===== src/rtl/hazard_ctrl.sv =====
// rtl/hazard_ctrl.sv - pipeline hazard control: load-use stall, branch flush, EX operand forwarding
// Tracks the EX/MEM/WB occupants so stall, flush and forward decisions need only decode-stage inputs.
module hazard_ctrl (
    input  logic        clk,
    input  logic        rst_n,
    input  logic        id_valid_i,
    input  logic [4:0]  id_rs1_i,
    input  logic [4:0]  id_rs2_i,
    input  logic        id_use_rs1_i,
    input  logic        id_use_rs2_i,
    input  logic [4:0]  id_rd_i,
    input  logic        id_wr_en_i,
    input  logic        id_is_load_i,
    input  logic        br_taken_i,
    input  logic        mem_busy_i,
    output logic        stall_if_o,
    output logic        stall_id_o,
    output logic        flush_id_o,
    output logic [1:0]  fwd_rs1_o,
    output logic [1:0]  fwd_rs2_o,
    output logic [15:0] stall_cnt_o,
    output logic [15:0] flush_cnt_o
);

    logic        ex_valid_q, ex_wr_q, ex_load_q, ex_use1_q, ex_use2_q;
    logic [4:0]  ex_rd_q, ex_rs1_q, ex_rs2_q;
    logic        mem_valid_q, mem_wr_q, mem_load_q;
    logic [4:0]  mem_rd_q;
    logic        wb_valid_q, wb_wr_q;
    logic [4:0]  wb_rd_q;
    logic [15:0] stall_cnt_q, stall_cnt_d;
    logic [15:0] flush_cnt_q, flush_cnt_d;
    logic        load_use;
    logic        ex_valid_d;

    assign load_use = id_valid_i & ex_valid_q & ex_load_q & ex_wr_q & (ex_rd_q != 5'd0)
                    & ((id_use_rs1_i & (id_rs1_i == ex_rd_q))
                     | (id_use_rs2_i & (id_rs2_i == ex_rd_q)));

    assign ex_valid_d = id_valid_i & ~load_use & ~br_taken_i;

    // Control outputs are forced low during reset even though mem_busy_i/br_taken_i feed them directly.
    always_comb begin
        stall_if_o = 1'b0;
        stall_id_o = 1'b0;
        flush_id_o = 1'b0;
        if (rst_n) begin
            if (mem_busy_i) begin
                stall_if_o = 1'b1;
                stall_id_o = 1'b1;
            end else if (br_taken_i) begin
                flush_id_o = 1'b1;
            end else if (load_use) begin
                stall_if_o = 1'b1;
                stall_id_o = 1'b1;
            end
        end
    end

    // A load still in MEM has no data yet, so it is skipped and WB may supply an older value.
    always_comb begin
        fwd_rs1_o = 2'b00;
        if (ex_valid_q & ex_use1_q & (ex_rs1_q != 5'd0)) begin
            if (mem_valid_q & mem_wr_q & ~mem_load_q & (mem_rd_q == ex_rs1_q))
                fwd_rs1_o = 2'b01;
            else if (wb_valid_q & wb_wr_q & (wb_rd_q == ex_rs1_q))
                fwd_rs1_o = 2'b10;
        end
    end

    always_comb begin
        fwd_rs2_o = 2'b00;
        if (ex_valid_q & ex_use2_q & (ex_rs2_q != 5'd0)) begin
            if (mem_valid_q & mem_wr_q & ~mem_load_q & (mem_rd_q == ex_rs2_q))
                fwd_rs2_o = 2'b01;
            else if (wb_valid_q & wb_wr_q & (wb_rd_q == ex_rs2_q))
                fwd_rs2_o = 2'b10;
        end
    end

    always_comb begin
        stall_cnt_d = stall_cnt_q;
        flush_cnt_d = flush_cnt_q;
        if (stall_id_o && stall_cnt_q != 16'hFFFF)
            stall_cnt_d = stall_cnt_q + 16'd1;
        if (flush_id_o && flush_cnt_q != 16'hFFFF)
            flush_cnt_d = flush_cnt_q + 16'd1;
    end

    always_ff @(posedge clk or negedge rst_n) begin
        if (!rst_n) begin
            ex_valid_q  <= 1'b0;
            ex_rd_q     <= 5'd0;
            ex_wr_q     <= 1'b0;
            ex_load_q   <= 1'b0;
            ex_rs1_q    <= 5'd0;
            ex_rs2_q    <= 5'd0;
            ex_use1_q   <= 1'b0;
            ex_use2_q   <= 1'b0;
            mem_valid_q <= 1'b0;
            mem_rd_q    <= 5'd0;
            mem_wr_q    <= 1'b0;
            mem_load_q  <= 1'b0;
            wb_valid_q  <= 1'b0;
            wb_rd_q     <= 5'd0;
            wb_wr_q     <= 1'b0;
            stall_cnt_q <= 16'd0;
            flush_cnt_q <= 16'd0;
        end else begin
            stall_cnt_q <= stall_cnt_d;
            flush_cnt_q <= flush_cnt_d;
            if (!mem_busy_i) begin
                wb_valid_q  <= mem_valid_q;
                wb_rd_q     <= mem_rd_q;
                wb_wr_q     <= mem_wr_q;
                mem_valid_q <= ex_valid_q;
                mem_rd_q    <= ex_rd_q;
                mem_wr_q    <= ex_wr_q;
                mem_load_q  <= ex_load_q;
                ex_valid_q  <= ex_valid_d;
                ex_rd_q     <= id_rd_i;
                ex_wr_q     <= id_wr_en_i;
                ex_load_q   <= id_is_load_i;
                ex_rs1_q    <= id_rs1_i;
                ex_rs2_q    <= id_rs2_i;
                ex_use1_q   <= id_use_rs1_i;
                ex_use2_q   <= id_use_rs2_i;
            end
        end
    end

    assign stall_cnt_o = stall_cnt_q;
    assign flush_cnt_o = flush_cnt_q;

endmodule


===== config.mk =====
export PLATFORM = sky130hd
export DESIGN_NAME = hazard_ctrl
export DESIGN_NICKNAME = d
export VERILOG_FILES = /design/src/rtl/hazard_ctrl.sv
export SDC_FILE = /design/constraint.sdc
export NUM_CORES = 1
export LEC_CHECK = 0
export ABC_AREA = 1
export CAP_MARGIN = 20
export CELL_PAD_IN_SITES_DETAIL_PLACEMENT = 1
export CELL_PAD_IN_SITES_GLOBAL_PLACEMENT = 1
export CORE_MARGIN = 2
export CORE_UTILIZATION = 30
export DETAILED_ROUTE_END_ITERATION = 10
export DONT_BUFFER_PORTS = 1
export PLACE_DENSITY = 0.61
export SLEW_MARGIN = 25
export SYNTH_ARGS = -nofsm -noshare
export SYNTH_HDL_FRONTEND = slang
export SYNTH_SLANG_ARGS = --single-unit

===== constraint.sdc =====
create_clock -name clk -period 1.8 [get_ports clk]
set_input_delay 0.27 -clock clk [delete_from_list [all_inputs] [get_ports clk]]
set_output_delay 0.27 -clock clk [all_outputs]
set_load 0.1 [all_outputs]

==> results of run 1 <==
power breakdown:
part	switching [mW]	leakage (nW)	internal, mW
combinational	1.08	1.29	0.380
sequential	0.223	0.812	1.72
clock	0.690	0.166	1.33
metal layers:
metal	global-route usage [%]	share of wire, %
met1	21.2	43
met2	28.9	49
met3	4.69	5.2
met4	7.55	2.3
met5	0	0
cell usage in the layout (no fill, tap or decap), types with 2 or more instances in the layout:
cell type,count
sky130_fd_sc_hd__a21oi_1,3
sky130_fd_sc_hd__buf_12,5
sky130_fd_sc_hd__buf_4,49
sky130_fd_sc_hd__buf_6,4
sky130_fd_sc_hd__bufinv_16,2
sky130_fd_sc_hd__clkbuf_16,10
sky130_fd_sc_hd__clkbuf_8,3
sky130_fd_sc_hd__dfrtp_1,33
sky130_fd_sc_hd__dfrtp_2,30
sky130_fd_sc_hd__dfrtp_4,4
sky130_fd_sc_hd__ha_1,2
sky130_fd_sc_hd__inv_1,42
sky130_fd_sc_hd__inv_2,10
sky130_fd_sc_hd__nand2_1,138
sky130_fd_sc_hd__nand2_2,6
sky130_fd_sc_hd__nand3_1,18
sky130_fd_sc_hd__nand3_2,7
sky130_fd_sc_hd__nand4_1,22
sky130_fd_sc_hd__nor2_1,27
sky130_fd_sc_hd__nor2_2,10
sky130_fd_sc_hd__nor2_4,4
sky130_fd_sc_hd__nor3_1,6
sky130_fd_sc_hd__nor3_2,6
sky130_fd_sc_hd__nor3_4,4
sky130_fd_sc_hd__o21ai_0,33
sky130_fd_sc_hd__o22ai_1,5
sky130_fd_sc_hd__xnor2_1,9
sky130_fd_sc_hd__xor2_1,23
final timing paths:
path	endpoint	slack [ns]
hold / removal	wb_rd_q[2]$_DFFE_PN0N_	-0.38
hold reg to reg	mem_wr_q$_DFFE_PN0N_	0.48
setup / recovery	fwd_rs2_o[0]	-0.19
setup reg to reg	flush_cnt_o[1]$_DFFE_PN0P_	0.12
min in group clk	ex_use1_q$_DFFE_PN0N_	0.04
max in group asynchronous	stall_cnt_o[14]$_DFFE_PN0P_	2.03
sequential cells by signal, summed over array words and instances (netlist names):
signal,count
ex_rd_q,5
wb_rd_q,5
flush_cnt_o,16
ex_load_q,1
ex_wr_q,1
mem_valid_q,1
ex_rs2_q,5
stall_cnt_o,16
ex_use1_q,1
mem_load_q,1
mem_wr_q,1
ex_use2_q,1
ex_valid_q,1
wb_wr_q,1
mem_rd_q,5
wb_valid_q,1
ex_rs1_q,5
through the flow:
stage               total power [mW]  cells  setup slack (ns)  instance area (um^2)  setup TNS, ns
floorplan                       3.05    467            -0.147                  3830         -0.742
global placement                3.34    648            0.0772                  4370              0
detailed placement              3.38    648            0.0348                  4370              0
CTS                             5.46    669            -0.256                  4790          -1.31
global route                    5.64    674            -0.322                  4860          -1.64
finish                          5.42    674            -0.189                  4860         -0.924
Yosys cell counts:
master / count
sky130_fd_sc_hd__a21oi_4: 1
sky130_fd_sc_hd__inv_2: 7
sky130_fd_sc_hd__nor3_4: 1
sky130_fd_sc_hd__mux2_2: 1
sky130_fd_sc_hd__nor2_4: 2
sky130_fd_sc_hd__nor4_1: 1
sky130_fd_sc_hd__buf_4: 2
sky130_fd_sc_hd__o2111a_1: 1
sky130_fd_sc_hd__nand3_2: 5
sky130_fd_sc_hd__nor2b_1: 1
sky130_fd_sc_hd__nor3_1: 10
sky130_fd_sc_hd__buf_2: 4
sky130_fd_sc_hd__o311ai_0: 1
sky130_fd_sc_hd__buf_6: 3
sky130_fd_sc_hd__nand2_1: 143
sky130_fd_sc_hd__a21oi_1: 3
sky130_fd_sc_hd__nand4_1: 22
sky130_fd_sc_hd__a21boi_0: 1
sky130_fd_sc_hd__nor2_1: 34
sky130_fd_sc_hd__nand4_2: 1
sky130_fd_sc_hd__dfrtp_1: 67
sky130_fd_sc_hd__xor2_1: 23
sky130_fd_sc_hd__nor3_2: 5
sky130_fd_sc_hd__nand3_1: 20
sky130_fd_sc_hd__clkbuf_1: 6
sky130_fd_sc_hd__ha_1: 2
sky130_fd_sc_hd__nand2_2: 2
sky130_fd_sc_hd__and3_1: 1
sky130_fd_sc_hd__nor2_2: 5
sky130_fd_sc_hd__inv_1: 45
sky130_fd_sc_hd__o21ai_0: 33
sky130_fd_sc_hd__xnor2_1: 9
sky130_fd_sc_hd__o22ai_1: 5
cell type report:
cell class	instances	area [um^2]	share of cell area (%)
flip-flops and latches	67	1730	35.6
inverters	52	195	4.02
clock inverters	3	68.8	1.42
well taps	147	184	3.78
repair buffers	59	538	11.1
clock buffers	13	270	5.56
multi-input cells	333	1870	38.6
worst max-delay path: cells and delay by family, from the launching register on:
family | cells | cell delay, ns
and+or+nand+nor | 4 | 0.58
DFF | 1 | 0.43
xor gates and xnor gates | 1 | 0.18
buffers and inverters | 1 | 0.18
kinds of logic after synthesis:
family | Yosys count
mux | 1
compound gates | 45
simple gates | 253
flops | 67
buf+inv | 67
fa+ha+maj | 2
xor+xnor | 32
repair_timing:
item,4_1_cts,5_1_grt
resized for setup,11,13
endpoints found under the hold margin,67,67
endpoints found under the setup margin,6,18
pin swaps,8,8
buffers inserted,5,5
==> results.json, run 1 <==
{
  "timing.critical_path.cells": "xor2_1, nor2_1, nand2_1, nor3_4, nor2b_4, buf_12",
  "grt_pass1_vias": 3475,
  "power_leakage_nw": 2.27,
  "die_h_um": 115,
  "r2r-start": "flush_cnt_o[0]$_DFFE_PN0P_",
  "tritoncts": "built",
  "layout_min_cycle_time_ns": 1.99,
  "synthDistinctLibCells": 33,
  "synth_simple_gate_area_share_pct": 31.5,
  "synth.area.mux_share_pct": 0.304,
  "grt-ovfl-total": 0,
  "fin_util_pct": 40.5,
  "detail_route.vias_per_cell": 4.78,
  "layout-drive-gt1-share_pct": 30.9,
  "criticalPathCategory": "flop to primary output",
  "fp.dieW_um": 115,
  "post_synth_inst_count": 467,
  "max_freq_mhz": 503,
  "n_antenna_cell": 0,
  "syn_area_um2": 3700,
  "post-synth-top-area-cell": "sky130_fd_sc_hd__dfrtp_1",
  "ys.warnings.count": 0,
  "critPathSlowestCell": "sky130_fd_sc_hd__dfrtp_1",
  "cell_types_with_the_largest_area_share_after_synthesis": "sky130_fd_sc_hd__dfrtp_1 45%, sky130_fd_sc_hd__nand2_1 15%, sky130_fd_sc_hd__xor2_1 5.4%",
  "grt_use_total_pct": 17.4,
  "placeableCoreArea_um2": 12000,
  "slew_headroom_pct": 78.7,
  "clock_root_buffer": "sky130_fd_sc_hd__clkbuf_16",
  "htree_num_levels": 3,
  "cts-buffers-inserted": 9,
  "violations": "negative hold slack, negative setup slack",
  "timing.critical_path.fanout_max": 4,
  "timing.critical_path.from": "mem_rd_q[1]$_DFFE_PN0N_",
  "cp_data_arrival_time_ns": 1.72,
  "dpl.hpwl_mm": 7.87,
  "timing.critical_path.from_type": "flop",
  "postSynthAreaPerCell_um2": 7.93,
  "min_period_over_period_pct": 110,
  "grt_first_pass_wirelength_mm": 17.7,
  "drtPass1Iterations": 4,
  "max-cap-violations": 0,
  "finish.net_count": 548,
  "synth.yosys.seq_area_share_pct": 45.3,
  "drt_wl_total_mm": 10.7,
  "timing.critical_path.to_type": "primary output",
  "drc": 0,
  "numPortBuffers": 0,
  "clk_transition_reported_paths_ns": 0.06,
  "finClkSkew_ns": 0.00433,
  "routabilityCongestion": 0.797,
  "minimum_setup_slack_in_the_final_design_ns": -0.189,
  "synth_largest_type_area_fraction_pct": 45.3,
  "slew_violations": 0,
  "placement_rows": 40,
  "die_area_um2": 13200,
  "synth-adder-area-share_pct": 0.676,
  "drt_iter0_markers": 131,
  "cts.path.max_buffers": 2,
  "hold_viol": 67,
  "fillerInstances": 1445,
  "insertion_delay_ns": 0.34,
  "worstHoldPathType": "input port to asynchronous set/reset pin",
  "min_hold_slack_ns": -0.378,
  "area_growth_syn_to_layout_pct": 31.3,
  "vdd_drop_max_v": 0.000453,
  "wl_per_cell_um": 15.8,
  "worstPathRequired_ns": 1.53,
  "main_combinational_cell_family_by_area_after_synthesis": "simple AND/OR/NAND/NOR gates",
  "ant_nets": 0,
  "cts_sinks": 67,
  "vias": 3225,
  "effective_utilization_at_floorplan_pct": 30.8,
  "synth-xor-area-share_pct": 7.57,
  "worst_r2r_path_depth": 6,
  "synthesis.nets": 493,
  "outcome": "finished, violations left",
  "synth_seq_cells": 67,
  "cellPowerDensity_nw_per_um2": 1120,
  "compound_gate_fraction_of_synth_area_pct": 6.90,
  "tightest_pin_transition_ns": 0.319,
  "grt_setup_unrepaired": "yes",
  "final_setup_vio_count": 6,
  "grt_start_max_net_pins": 69,
  "io_pins": 63,
  "slowest_delay_ns": 0.43,
  "number_of_antenna_violations_at_the_first_check_in_global_routing": 0
}
Power figures use the tool's default switching activity.
==> inputs of run 2 (changes only) <==
--- a/config.mk
+++ b/config.mk
@@ -11,3 +11,2 @@
 export CELL_PAD_IN_SITES_GLOBAL_PLACEMENT = 1
-export CORE_MARGIN = 2
 export CORE_UTILIZATION = 30
==> constraint.sdc (replaced) <==
create_clock -name clk -period 1.8 [get_ports clk]
set_input_delay 0.18 -clock clk [delete_from_list [all_inputs] [get_ports clk]]
set_output_delay 0.18 -clock clk [all_outputs]
set_load 0.1 [all_outputs]
==> run 2 against run 1 <==
Compared with the run above: the flow finishes with violations (negative setup slack); first-iteration DRC count fell by 21%; sequential power barely moved; global-route usage rose by 1.7 points; clock power fell by 14%; fmax rose by 3.2%; power fell by 2.8%; combinational power rose by 10%; utilization rose by 1.8 points; via count rose by 6.1%; worst hold slack improved by 0.39 ns; cell count rose by 3.9%; critical path type unchanged; critical endpoint unchanged.
==> results.json, run 2 (same netlist as run 1, synthesis figures left out) <==
{
  "design_power_total_mw": 5.27,
  "drt_iter0_markers": 104,
  "slew_headroom_pct": 75.9,
  "slowest_delay_ns": 0.44,
  "cp_top_family": "simple AND/OR/NAND/NOR gates",
  "finish.net_count": 574,
  "timing.critical_path.cells": "xor2_1, nor2_1, nand2_1, nor3_2, buf_4, nor2b_4, buf_12",
  "finClkSkew_ns": 0.00466,
  "layout_min_cycle_time_ns": 1.93,
  "placement_rows": 40,
  "die_h_um": 113,
  "fin_util_pct": 42.2,
  "tritoncts": "built",
  "minimum_setup_slack_in_the_final_design_ns": -0.127,
  "clock_root_buffer": "sky130_fd_sc_hd__clkbuf_16",
  "min_period_over_period_pct": 107,
  "hold_viol": 0,
  "dpl.hpwl_mm": 7.80,
  "outcome": "finished, violations left",
  "placeableCoreArea_um2": 12000,
  "grt_first_pass_wirelength_mm": 18.8,
  "effective_utilization_at_floorplan_pct": 30.8,
  "drt_wl_total_mm": 11.3,
  "timing.critical_path.from_type": "flop",
  "criticalPathCategory": "flop to primary output",
  "slew_violations": 0,
  "die_area_um2": 12800,
  "clk_transition_reported_paths_ns": 0.05,
  "critical_path_buf_inv_count": 2,
  "grt_setup_unrepaired": "yes",
  "final_setup_vio_count": 8,
  "violations": "negative setup slack",
  "tightest_pin_transition_ns": 0.362,
  "worstHoldPathType": "input port to flop",
  "power_leakage_nw": 2.39,
  "vdd_drop_max_v": 0.000847,
  "ant_nets": 0,
  "grt_use_total_pct": 19.1,
  "timing.critical_path.to_type": "primary output",
  "layout-drive-gt1-share_pct": 32.5,
  "area_growth_syn_to_layout_pct": 37.0,
  "cellPowerDensity_nw_per_um2": 1040,
  "io_pins": 63,
  "insertion_delay_ns": 0.34,
  "timing.critical_path.fanout_max": 3,
  "htree_num_levels": 3,
  "layout_commonest_cell": "sky130_fd_sc_hd__nand2_1",
  "setup_slack_reg_to_reg_ns": -0.09,
  "fillerInstances": 1441,
  "routabilityCongestion": 0.821,
  "grt_pass1_vias": 3767,
  "place_worst_setup_slack_ns": 0.0931,
  "worstPathRequired_ns": 1.62,
  "detail_route.vias_per_cell": 4.89,
  "numPortBuffers": 0,
  "cp_data_arrival_time_ns": 1.75,
  "cts_sinks": 67,
  "layout_common_cells": "136 x sky130_fd_sc_hd__nand2_1, 61 x sky130_fd_sc_hd__buf_4, 39 x sky130_fd_sc_hd__inv_1",
  "critPathSlowestCell": "sky130_fd_sc_hd__dfrtp_2",
  "drc": 0,
  "max-cap-violations": 0,
  "wl_per_cell_um": 16.1,
  "max_freq_mhz": 519,
  "n_antenna_cell": 0,
  "grt_start_max_net_pins": 68,
  "vias": 3422,
  "grt-ovfl-total": 0,
  "drtPass1Iterations": 4,
  "cts.path.max_buffers": 2,
  "fp.dieW_um": 113,
  "cts-buffers-inserted": 9,
  "number_of_antenna_violations_at_the_first_check_in_global_routing": 1
}
==> run 2: cell types whose count changed in the layout (fill, tap and decap cells not counted), moves of 2 or more <==
cell,change
sky130_fd_sc_hd__buf_4,+12
sky130_fd_sc_hd__buf_6,-3
sky130_fd_sc_hd__bufinv_16,-2
sky130_fd_sc_hd__dfrtp_1,-3
sky130_fd_sc_hd__dfrtp_2,+3
sky130_fd_sc_hd__dlygate4sd3_1,+16
sky130_fd_sc_hd__inv_1,-3
sky130_fd_sc_hd__inv_2,+3
sky130_fd_sc_hd__nand2_1,-2
sky130_fd_sc_hd__nor2_1,+2
sky130_fd_sc_hd__nor2_2,-4
sky130_fd_sc_hd__nor2_4,+2
sky130_fd_sc_hd__o21ai_0,-2
sky130_fd_sc_hd__o21ai_2,+2
==> run 2: worst paths after layout <==
check / start / cells past startpoint / end
setup / recovery: mem_rd_q[1]$_DFFE_PN0N_ / 7 / fwd_rs2_o[0]
hold / removal: id_rs1_i[4] / 2 / ex_rs1_q[4]$_DFFE_PN0N_
setup reg to reg: ex_rd_q[4]$_DFFE_PN0N_ / 12 / mem_rd_q[4]$_DFFE_PN0N_
hold reg to reg: ex_use2_q$_DFFE_PN0N_ / 2 / ex_use2_q$_DFFE_PN0N_
max in group asynchronous: rst_n / 2 / flush_cnt_o[0]$_DFFE_PN0P_
min in group asynchronous: rst_n / 2 / wb_rd_q[3]$_DFFE_PN0N_
==> run 2: routing by layer <==
| layer | up-vias | part of all wire [%] | track usage [%] |
|---|---|---|---|
| met5 | - | 0 | 0 |
| met4 | 0 | 1.2 | 7.02 |
| met3 | 8 | 3.5 | 4.45 |
| met2 | 47 | 51 | 33.2 |
| met1 | 1707 | 44 | 23.0 |
| li1 | 1660 | - | - |
==> run 2: final cells by class <==
| class | count | area, um^2 | area share (%) |
|---|---|---|---|
| clock buffers | 15 | 288 | 5.67 |
| clock inverters | 1 | 5.00 | 0.0987 |
| inverters | 52 | 195 | 3.85 |
| multi-input cells | 333 | 1890 | 37.3 |
| flip-flops and latches | 67 | 1730 | 34.2 |
| well taps | 147 | 184 | 3.63 |
| repair buffers | 85 | 777 | 15.3 |
==> run 2: power by group <==
group          leakage (nW)  total (mW)  internal, mW  switching [mW]
combinational          1.44        1.61         0.436            1.17
sequential            0.808        1.92          1.72           0.202
clock                 0.146        1.74          1.08           0.659
total                  2.39        5.27          3.24            2.03
==> run 2: worst reg2reg max path: stages, from the launching register on <==
cell and delay, ns:
sky130_fd_sc_hd__dfrtp_1 0.40, sky130_fd_sc_hd__inv_2 0.07, sky130_fd_sc_hd__buf_4 0.14, sky130_fd_sc_hd__buf_4 0.13, sky130_fd_sc_hd__buf_4 0.13, sky130_fd_sc_hd__buf_4 0.12, sky130_fd_sc_hd__buf_4 0.12, sky130_fd_sc_hd__buf_4 0.12
sky130_fd_sc_hd__buf_4 0.12, sky130_fd_sc_hd__buf_4 0.12, sky130_fd_sc_hd__buf_4 0.12, sky130_fd_sc_hd__buf_4 0.13, sky130_fd_sc_hd__o21ai_2 0.10
==> run 2: per-stage QoR <==
step / hold slack, ns / setup TNS, ns / instance area (um^2) / std cells
global placement: -0.111 / 0 / 4320 / 647
CTS: 0.00553 / -0.679 / 4960 / 697
floorplan: -0.116 / -0.206 / 3800 / 467
finish: 0.0136 / -0.585 / 5070 / 700
detailed placement: -0.110 / 0 / 4320 / 647
global route: 0.0214 / -1.68 / 5070 / 700
==> run 2: what timing repair did <==
action	CTS	global route
hold endpoints to repair	101	0
gates resized for setup	14	26
endpoints found under the setup margin	6	23
pin swaps	14	13
hold buffers	18	0
buffers inserted	16	3
==> inputs of run 3 (changes only) <==
--- a/config.mk
+++ b/config.mk
@@ -15,2 +15,3 @@
 export PLACE_DENSITY = 0.61
+export SKIP_CTS_REPAIR_TIMING = 1
 export SLEW_MARGIN = 25
==> constraint.sdc (replaced) <==
create_clock -name clk -period 1.8 [get_ports clk]
set_input_delay 0 -clock clk [delete_from_list [all_inputs] [get_ports clk]]
set_output_delay 0 -clock clk [all_outputs]
set_load 0.1 [all_outputs]
==> run 3 against run 2 <==
Compared with the run above: the flow now finishes without violations; global-route usage is 1.9 points lower; fmax rose by 11%; first-iteration DRC count increased by 12%; sequential power about the same; via count down 2.9%; register-to-register slack improved by 0.20 ns; die area unchanged; utilization is 0.22 points lower; non-clock buffer count is 5 lower; cell count down 0.57%; clock power rose by 18%; worst setup slack improved by 0.19 ns; largest power group is now the clock network.
==> results.json, run 3 (same netlist as run 1, synthesis figures left out) <==
{
  "ant_nets": 0,
  "grtUsageMet3_pct": 5.78,
  "final_setup_vio_count": 0,
  "critPathSlowestCell": "sky130_fd_sc_hd__dfrtp_1",
  "cp_data_arrival_time_ns": 1.73,
  "layout_common_cells": "137 x sky130_fd_sc_hd__nand2_1, 48 x sky130_fd_sc_hd__buf_4, 43 x sky130_fd_sc_hd__inv_1",
  "cellPowerDensity_nw_per_um2": 1090,
  "timing.critical_path.fanout_max": 4,
  "timing.critical_path.to_type": "primary output",
  "grt_pass1_vias": 3393,
  "tritoncts": "built",
  "grt_use_total_pct": 17.2,
  "design_power_total_mw": 5.52,
  "place_worst_setup_slack_ns": 0.0470,
  "die_area_um2": 12800,
  "placeableCoreArea_um2": 12000,
  "min_hold_slack_ns": 0.00599,
  "timing.critical_path.from_type": "flop",
  "detail_route.vias_per_cell": 4.77,
  "globalRouteMet2Util_pct": 29.3,
  "layout_min_cycle_time_ns": 1.73,
  "grt.met1_usage_pct": 20.6,
  "criticalPathCategory": "flop to primary output",
  "finClkSkew_ns": 0.00537,
  "seqCellArea_um2": 1730,
  "grt_setup_unrepaired": "yes",
  "die_h_um": 113,
  "power_leakage_nw": 2.36,
  "cts-buffers-inserted": 9,
  "drc": 0,
  "vdd_drop_max_v": 0.000891,
  "effective_utilization_at_floorplan_pct": 30.8,
  "htree_num_levels": 3,
  "clock_root_buffer": "sky130_fd_sc_hd__clkbuf_16",
  "hold_viol": 0,
  "layout_commonest_cell": "sky130_fd_sc_hd__nand2_1",
  "dpl.hpwl_mm": 7.56,
  "number_of_antenna_violations_at_the_first_check_in_global_routing": 0,
  "r2r-start": "stall_cnt_o[0]$_DFFE_PN0P_",
  "setup_slack_reg_to_reg_ns": 0.11,
  "minimum_setup_slack_in_the_final_design_ns": 0.0661,
  "grt_first_pass_wirelength_mm": 17.0,
  "numPortBuffers": 0,
  "cts.path.max_buffers": 2,
  "grt-ovfl-total": 0,
  "footprint_of_the_multi_input_gates_um2": 1840,
  "endpoint_of_the_worst_register_to_register_path": "stall_cnt_o[15]$_DFFE_PN0P_",
  "gr-max-usage-layer": "met2",
  "vias": 3322,
  "fp.dieW_um": 113,
  "routabilityCongestion": 0.808,
  "drt_wl_total_mm": 10.9,
  "worst_r2r_path_depth": 7,
  "drtPass1Iterations": 4,
  "grt_start_max_net_pins": 69,
  "tightest_pin_transition_ns": 0.457,
  "insertion_delay_ns": 0.34,
  "cell_repeated_most_along_the_worst_path": "sky130_fd_sc_hd__nand2_1",
  "max-cap-violations": 0,
  "cts_sinks": 67,
  "slew_headroom_pct": 69.5,
  "finish.net_count": 569,
  "layout-drive-gt1-share_pct": 28.3,
  "outcome": "finished clean",
  "critPathCapture": "stall_id_o",
  "timing.critical_path.from": "ex_rd_q[4]$_DFFE_PN0N_",
  "min_period_over_period_pct": 96.3,
  "fillerInstances": 1452,
  "slowest_delay_ns": 0.41,
  "max_freq_mhz": 577,
  "io_pins": 63,
  "wl_per_cell_um": 15.6,
  "placement_rows": 40,
  "timing.critical_path.cells": "inv_2, nand2_1, nand2_1, nor2_2, nand3_1, nand2_1, nand2_2, a21boi_4, buf_12",
  "worstHoldPathType": "input port to flop",
  "clk_transition_reported_paths_ns": 0.06,
  "drt_iter0_markers": 116,
  "worstPathRequired_ns": 1.80,
  "slew_violations": 0,
  "area_growth_syn_to_layout_pct": 36.3
}
[run 3: routing by layer]
layer / vias up / wire [um]
met1: 1617 / 4790
li1: 1653 / -
met2: 42 / 5490
met5: - / 0
met3: 10 / 484
met4: 0 / 114
[run 3: cell type report]
| cell class | instances | share of cell area, % |
|---|---|---|
| diodes | 1 | 0.0496 |
| clock buffers | 11 | 4.81 |
| clock inverters | 5 | 1.98 |
| inverters | 52 | 3.87 |
| multi-input cells | 333 | 36.5 |
| flip-flops and latches | 67 | 34.3 |
| well taps | 147 | 3.65 |
| repair buffers | 80 | 14.9 |
[run 3: worst min path at each step]
stage / start / depth (start not counted) / slack [ns] / end
2_1_floorplan: rst_n / 0 / -0.30 / ex_load_q$_DFFE_PN0N_
3_3_place_gp: rst_n / 0 / -0.29 / wb_rd_q[3]$_DFFE_PN0N_
3_5_place_dp: rst_n / 0 / -0.29 / wb_rd_q[3]$_DFFE_PN0N_
4_1_cts: rst_n / 0 / -0.65 / wb_rd_q[3]$_DFFE_PN0N_
5_1_grt: mem_busy_i / 3 / 0.02 / flush_cnt_o[0]$_DFFE_PN0P_
6_report: mem_busy_i / 3 / 0.006 / flush_cnt_o[0]$_DFFE_PN0P_
[run 3: power breakdown]
group          switching (mW)  internal [mW]  total, mW
combinational            1.13          0.408       1.54
sequential              0.216           1.72       1.93
clock                   0.665           1.39       2.05
total                    2.01           3.51       5.52
[run 3: stage by stage]
stage                     util (%)  setup TNS (ns)  cell area, um^2  cells
after global placement        35.5               0             4270    643
after global routing          42.0          -0.223             5040    695
after floorplan                  -          -0.353             3790    467
after detailed placement      35.5               0             4270    643
after CTS                     38.4          -0.294             4610    659
final                         42.0               0             5040    696
[run 3: worst max-delay path, delay by kind of cell (launching register included)]
family | cells | cell delay [ns]
and+or+nand+nor | 6 | 0.47
buffers and inverters | 2 | 0.33
AOI/OAI and AO/OA | 1 | 0.17
DFF | 1 | 0.41
